[src/rtl/ht_cmd_arbiter.sv]
// ht_cmd_arbiter: round-robin sharing of one hash-table command/result port
// between NUM_REQ requesters. Commands pass through one registered stage;
// an in-order tag FIFO remembers which requester issued each command so the
// in-order results can be steered back to the right requester.
`timescale 1ns/1ps
module ht_cmd_arbiter #(
    parameter int NUM_REQ         = 4,
    parameter int KEY_WIDTH       = 18,
    parameter int VALUE_WIDTH     = 5,
    parameter int CMD_WIDTH       = KEY_WIDTH + VALUE_WIDTH + 2,
    parameter int RES_WIDTH       = 64,
    parameter int MAX_OUTSTANDING = 16
) (
    input  logic                               clk_i,
    input  logic                               rst_i,
    input  logic [NUM_REQ*CMD_WIDTH-1:0]       req_cmd_i,
    input  logic [NUM_REQ-1:0]                 req_valid_i,
    output logic [NUM_REQ-1:0]                 req_ready_o,
    output logic [CMD_WIDTH-1:0]               ht_cmd_o,
    output logic                               ht_cmd_valid_o,
    input  logic                               ht_cmd_ready_i,
    input  logic [RES_WIDTH-1:0]               ht_res_i,
    input  logic                               ht_res_valid_i,
    output logic                               ht_res_ready_o,
    output logic [RES_WIDTH-1:0]               req_res_o,
    output logic [NUM_REQ-1:0]                 req_res_valid_o,
    input  logic [NUM_REQ-1:0]                 req_res_ready_i,
    output logic [$clog2(MAX_OUTSTANDING):0]   outstanding_o,
    output logic                               err_o
);

    localparam int ID_W  = $clog2(NUM_REQ);
    localparam int PTR_W = $clog2(MAX_OUTSTANDING);
    localparam int CNT_W = PTR_W + 1;

    // Control state (reset)
    logic [ID_W-1:0]      r_rr_ptr;
    logic                 r_cmd_valid;
    logic [PTR_W-1:0]     r_wr_ptr;
    logic [PTR_W-1:0]     r_rd_ptr;
    logic [CNT_W-1:0]     r_count;
    logic                 r_err;

    // Data state (not reset; qualified by the control state above)
    logic [CMD_WIDTH-1:0] r_cmd;
    logic [ID_W-1:0]      r_tag_mem [MAX_OUTSTANDING];

    logic                 w_win_found;
    logic [ID_W-1:0]      w_win_id;
    logic [ID_W-1:0]      w_idx;
    logic                 w_fifo_full;
    logic                 w_fifo_empty;
    logic                 w_load;
    logic                 w_pop;
    logic [ID_W-1:0]      w_head_id;
    logic [ID_W-1:0]      w_rr_next;

    // Round-robin search: first valid requester at or after the RR pointer, with wrap
    always_comb begin
        w_win_found = 1'b0;
        w_win_id    = '0;
        w_idx       = '0;
        for (int i = 0; i < NUM_REQ; i++) begin
            w_idx = ID_W'((int'(r_rr_ptr) + i) % NUM_REQ);
            if (!w_win_found && req_valid_i[w_idx]) begin
                w_win_found = 1'b1;
                w_win_id    = w_idx;
            end
        end
    end

    assign w_fifo_full  = (r_count == CNT_W'(MAX_OUTSTANDING));
    assign w_fifo_empty = (r_count == '0);
    assign w_head_id    = r_tag_mem[r_rd_ptr];

    // A load needs a free output stage (empty or draining this cycle) and a free tag slot;
    // a pop in the same cycle does not free a slot until the next cycle.
    assign w_load = (!r_cmd_valid || ht_cmd_ready_i) && !w_fifo_full && w_win_found;

    // Results with an empty tag FIFO are a protocol violation: consume and drop them.
    assign w_pop  = ht_res_valid_i && !w_fifo_empty && req_res_ready_i[w_head_id];

    assign w_rr_next = (w_win_id == ID_W'(NUM_REQ - 1)) ? '0 : w_win_id + ID_W'(1);

    // Grant is combinational and asserted only in the load cycle
    always_comb begin
        req_ready_o = '0;
        if (w_load) begin
            req_ready_o[w_win_id] = 1'b1;
        end
    end

    // Result steering toward the requester at the tag FIFO head
    always_comb begin
        req_res_valid_o = '0;
        if (ht_res_valid_i && !w_fifo_empty) begin
            req_res_valid_o[w_head_id] = 1'b1;
        end
        ht_res_ready_o = w_fifo_empty ? 1'b1 : req_res_ready_i[w_head_id];
    end

    assign req_res_o      = ht_res_i;
    assign ht_cmd_o       = r_cmd;
    assign ht_cmd_valid_o = r_cmd_valid;
    assign outstanding_o  = r_count;
    assign err_o          = r_err;

    // Control registers: output-stage valid, RR pointer, FIFO pointers, occupancy, sticky error
    always_ff @(posedge clk_i) begin
        if (rst_i) begin
            r_cmd_valid <= 1'b0;
            r_rr_ptr    <= '0;
            r_wr_ptr    <= '0;
            r_rd_ptr    <= '0;
            r_count     <= '0;
            r_err       <= 1'b0;
        end else begin
            if (w_load) begin
                r_cmd_valid <= 1'b1;
                r_rr_ptr    <= w_rr_next;
                r_wr_ptr    <= r_wr_ptr + PTR_W'(1);
            end else if (ht_cmd_ready_i) begin
                r_cmd_valid <= 1'b0;
            end
            if (w_pop) begin
                r_rd_ptr <= r_rd_ptr + PTR_W'(1);
            end
            case ({w_load, w_pop})
                2'b10:   r_count <= r_count + CNT_W'(1);
                2'b01:   r_count <= r_count - CNT_W'(1);
                default: r_count <= r_count;
            endcase
            if (ht_res_valid_i && w_fifo_empty) begin
                r_err <= 1'b1;
            end
        end
    end

    // Data registers: winner's command into the output stage, winner's ID into the tag FIFO
    always_ff @(posedge clk_i) begin
        if (w_load) begin
            r_cmd               <= req_cmd_i[w_win_id*CMD_WIDTH +: CMD_WIDTH];
            r_tag_mem[r_wr_ptr] <= w_win_id;
        end
    end

endmodule

[config.mk]
export PLATFORM = sky130hd
export DESIGN_NAME = ht_cmd_arbiter
export DESIGN_NICKNAME = d
export VERILOG_FILES = /design/src/rtl/ht_cmd_arbiter.sv
export SDC_FILE = /design/constraint.sdc
export NUM_CORES = 1
export LEC_CHECK = 0
export CAP_MARGIN = 30
export CORE_AREA = 2 2 109 111
export DETAILED_ROUTE_END_ITERATION = 7
export DIE_AREA = 0 0 111 113
export PLACE_DENSITY = 0.84
export SLEW_MARGIN = 20
export SYNTH_ARGS = -nofsm -noshare
export SYNTH_HDL_FRONTEND = slang
export SYNTH_SLANG_ARGS = --single-unit
[constraint.sdc]
create_clock -name clk_i -period 6.49 [get_ports clk_i]
set_input_delay 1.6225 -clock clk_i [delete_from_list [all_inputs] [get_ports clk_i]]
set_output_delay 1.6225 -clock clk_i [all_outputs]
set_load 0.02 [all_outputs]
==> metrics list <==
* Run status: complete, no violations
* Maximum count of clock buffers along a single path: 2
- The floorplan has 39 rows.
* Highest signal layer in the routed design: met4
- Number of nets in the finished design: about 660
- Worst VDD drop: roughly 0.00013 V
* Length of routed wiring on met1: 4032 um
- After synthesis, the largest family of logic cells by area is multiplexers.
* Simple-Gate Fraction of Synth Area: 6.838%
- P per Cell Area: roughly 310 nW/um^2
* DP Area: a little under 6000 sq um
- Number of enable flip-flop cells after synthesis: 57
- Total power draw: 1.884 mW
* Total routing usage reported by global routing: 17.34%
- Starting DRT DRC Count: 120
* Area grow syn2layout: 31.97%
- CP peak stage delay: between 500 and 600 ps
* Setup Total Neg Slack: 0 ps
* Number of buffers inserted by hold repair at cts: 0
- In this run the worst path has a maximum fanout of 13.
* Vias in the first global route: around 3300
- Each instance of the synthesized netlist takes up on average about 12 sq um.
- The cell area that synthesis handed to floorplanning was between 4000 and 5000 sq um.
* Post-synth top area share: a little under two fifths
* Max-slew headroom: 35.96%
- Port buffering added ~150 buffers.
- Adder-cell area share of the yosys netlist: between 3 and 4%
- The synthesized netlist devotes approximately 5.3% of its cell area to compound gates.
- Worst setup skew after layout: approximately 7.5 ps
- The routed design uses about 1100 um of met3 wire.
- Clock buffers created by TritonCTS: 9
- After detailed routing, the number of remaining DRC violations is 0.
- Static power due to leakage: roughly 2.3 nW
* Cells on worst reg2reg path: 13
- Worst reg2reg endpoint: outstanding_o[4]$_SDFFE_PP0P_
* H-tree levels: 3
* Fraction of layout cells with a size suffix above 1: roughly 7.3%
- The initial utilization of the core area, before any placement, comes to between 40 and 50%.
- Detailed placement finished with a half-perimeter wire length of roughly 8600 um.
* Count of maximum capacitance violations: 0
* Grt total ovfl: 0
- Arrival time at the worst endpoint: 3890 ps
- Number of antenna violations at the first check in global routing: 0
* Via total after detailed routing: ~3200
- Clock Pin Slew Worst Setup and Hold Paths: ~60 ps
- Number of buffers added for setup after CTS: 0
* Pin count of the biggest net entering global routing: 68
* Setup-violating endpoint count in the final report: 0
* Final cell count without fillers: 620
- With fillers left out, the area of the finished cells amounts to ~6000 sq um.
- TritonCTS clock tree: done
- CP max stage cell: sky130_fd_sc_hd__clkdlybuf4s50_1
* Final slew viol count: 0
* Root Buffer: sky130_fd_sc_hd__clkbuf_16
- Final ANT Viol Nets: 0
- Of the post-synthesis cell area, the part taken by muxes is between 20 and 25%.
* Slew at the pin closest to its max-slew limit: 951.9 ps
- When the netlist entered floorplanning its net count stood at between 500 and 600.
* Most used flip-flop cell after synthesis: sky130_fd_sc_hd__edfxtp_1
- For flop-to-flop paths, the worst setup slack is 2150 ps.
* Worst Hold Margin: around 480 ps
- In this run the vertical extent of the chip is ~110 um.
- At the worst endpoint, the required time is between 4000 and 5000 ps.
- Dividing the detail-routed wire length by the instance count gives between 15 and 20 um.
* DIE AREA: about 13000 sq um
- Static timing analysis puts the maximum clock frequency at between 150 and 200 MHz.
- Counting flops and latches in the post-synthesis netlist gives 78.
* Sink of the worst hold path: err_o$_SDFFE_PP0P_
- Post-CTS repair changed the size of 0 cells.
- Unrepaired setup endpoints after global routing: false
- The worst hold path belongs to the class reg2reg.
- The worst hold path was traced through 2 stages.
- Post-synthesis sequential area ratio: 46.61%
- Together, buffers and inverters on the worst path number 4.
* Critical path's top delay family: buffers and inverters
- The first global-routing pass estimated ~17000 um of wire.
- Synthesized-area fraction occupied by xor and xnor cells: under 10%
- The clock period could shrink to about 5500 ps.
- Counting every sink on the clock net gives 78.
* First-pass DRT Iterations: 4
- 281 I/O pins were placed.
- The final number of hold-violating endpoints came to 0.
* Number of cells produced by synthesis: between 300 and 400
- The startpoint identified for the worst hold timing path is err_o$_SDFFE_PP0P_.
* Die boundary width: roughly 110 um
* Via-to-Cell Ratio: 5.147
- Traced cell by cell, the critical path runs through clkdlybuf4s50_1, inv_1, nor2_1, nor2_1, o22ai_1, inv_2, ha_1, and2_1, clkdlybuf4s50_1.
* Routed length on met2: about 5500 um
- Once placement completed, the tool counted placed cells totaling just over 600.
* Distinct cells, synth: 45
* Top cells by area in the synthesized netlist: sky130_fd_sc_hd__edfxtp_1 37%, sky130_fd_sc_hd__mux2i_1 18%, sky130_fd_sc_hd__buf_4 11%
- Fin crit share: a little over four fifths
- At the later pin of the worst-skew pair, clock insertion delay measures around 330 ps.
- Yosys printed 0 warnings.
- The biggest area contributor in the post-synthesis netlist is sky130_fd_sc_hd__edfxtp_1.
- Routability-driven placement finished with a final weighted congestion of roughly 0.86.
- The repair_antennas step left the layout with diodes totalling 0.
- Post-synthesis async set-or-reset flop share: 0%
- Critical path launch point type: input port
- STA classifies the critical path endpoint as a primary output.
* Placeable core region: 11270 sq um
- Type of the worst setup path: in2out
- Final wirelength: 10980 um
## Yosys cell counts, drive strengths merged, types with 2 or more instances
cell type,n
a21boi,2
a21o,4
a21oi,11
a22oi,3
and2,5
buf,72
clkbuf,11
dfxtp,21
edfxtp,57
ha,13
inv,11
mux2i,82
mux4,9
nand2,11
nand2b,5
nand3,3
nor2,31
nor2b,2
nor3,4
o21ai,4
o22ai,3
or3,3
xnor2,3
xor2,6
## power by group
| part | total (mW) | internal (mW) | switching (mW) |
|---|---|---|---|
| clock | 0.467 | 0.274 | 0.193 |
| sequential | 0.697 | 0.643 | 0.0542 |
| combinational | 0.720 | 0.355 | 0.365 |
## cell usage in the layout, fill, tap and decap left out, types with 4 or more instances in the layout
cell | Yosys | layout
sky130_fd_sc_hd__clkdlybuf4s50_1 | 0 | 152
sky130_fd_sc_hd__mux2i_1 | 81 | 81
sky130_fd_sc_hd__edfxtp_1 | 57 | 57
sky130_fd_sc_hd__nor2_1 | 31 | 31
sky130_fd_sc_hd__dfxtp_1 | 21 | 21
sky130_fd_sc_hd__ha_1 | 13 | 13
sky130_fd_sc_hd__nand2_1 | 11 | 11
sky130_fd_sc_hd__inv_1 | 10 | 10
sky130_fd_sc_hd__clkbuf_16 | 0 | 9
sky130_fd_sc_hd__a21oi_1 | 9 | 7
sky130_fd_sc_hd__mux4_2 | 7 | 7
sky130_fd_sc_hd__xor2_1 | 6 | 6
sky130_fd_sc_hd__nand2b_1 | 5 | 5
sky130_fd_sc_hd__and2_1 | 5 | 5
sky130_fd_sc_hd__nor3_1 | 4 | 4
sky130_fd_sc_hd__a21o_1 | 4 | 4
sky130_fd_sc_hd__inv_4 | 0 | 4
## how the worst max path moves through the flow
stage	from	endpoint	slack [ps]	cells past startpoint
floorplan	req_valid_i[0]	req_ready_o[2]	1250	9
global placement	req_valid_i[0]	req_ready_o[3]	1160	9
detailed placement	req_valid_i[0]	req_ready_o[2]	1000	9
CTS	req_valid_i[0]	req_ready_o[2]	1000	9
global route	req_valid_i[1]	req_ready_o[2]	890	9
finish	req_valid_i[0]	req_ready_o[2]	980	9
## layout make-up
type | instances | area, sq um
flip-flops and latches | 78 | 2132
clock buffers | 11 | 246.5
multi-input cells | 217 | 1864
clock inverters | 5 | 30.03
repair buffers | 155 | 1544
inverters | 11 | 41.29
well taps | 143 | 178.9
fillers | 949 | 5235
## worst min-delay path: stages, from the launching register on
cell	delay (ps)
sky130_fd_sc_hd__dfxtp_1	330
sky130_fd_sc_hd__a31oi_1	50
sky130_fd_sc_hd__nor2_1	70
## stage by stage
stage / setup slack (ps) / utilization (%)
4_1_cts: 999.9 / 53.56
3_3_place_gp: 1162 / 51.10
6_report: 975.7 / 53.56
5_1_grt: 888.5 / 53.56
3_5_place_dp: 1005 / 51.10
2_1_floorplan: 1252 / -
## flip-flops by register name, indices dropped and copies added, names as in the netlist, named ones only
register and cells:
r_tag_mem 32, ht_cmd_o 25, outstanding_o 5, r_rd_ptr 4
r_wr_ptr 4, r_rr_ptr 2, err_o 1, ht_cmd_valid_o 1
## cells by family after synthesis
group,after synthesis
flip-flops,78
adder cells (fa/ha/maj),13
AO/OA/AOI/OAI,35
buffers and inverters,94
multiplexers,92
AND/OR/NAND/NOR,68
XOR/XNOR,9
## metal layers
metal  vias to the layer above  GRT usage, %
met5                         -             0
met4                         0         7.167
met3                        42         6.963
met2                       148         31.00
met1                      1497         18.25
li1                       1504             -
Power figures use the tool's default switching activity.
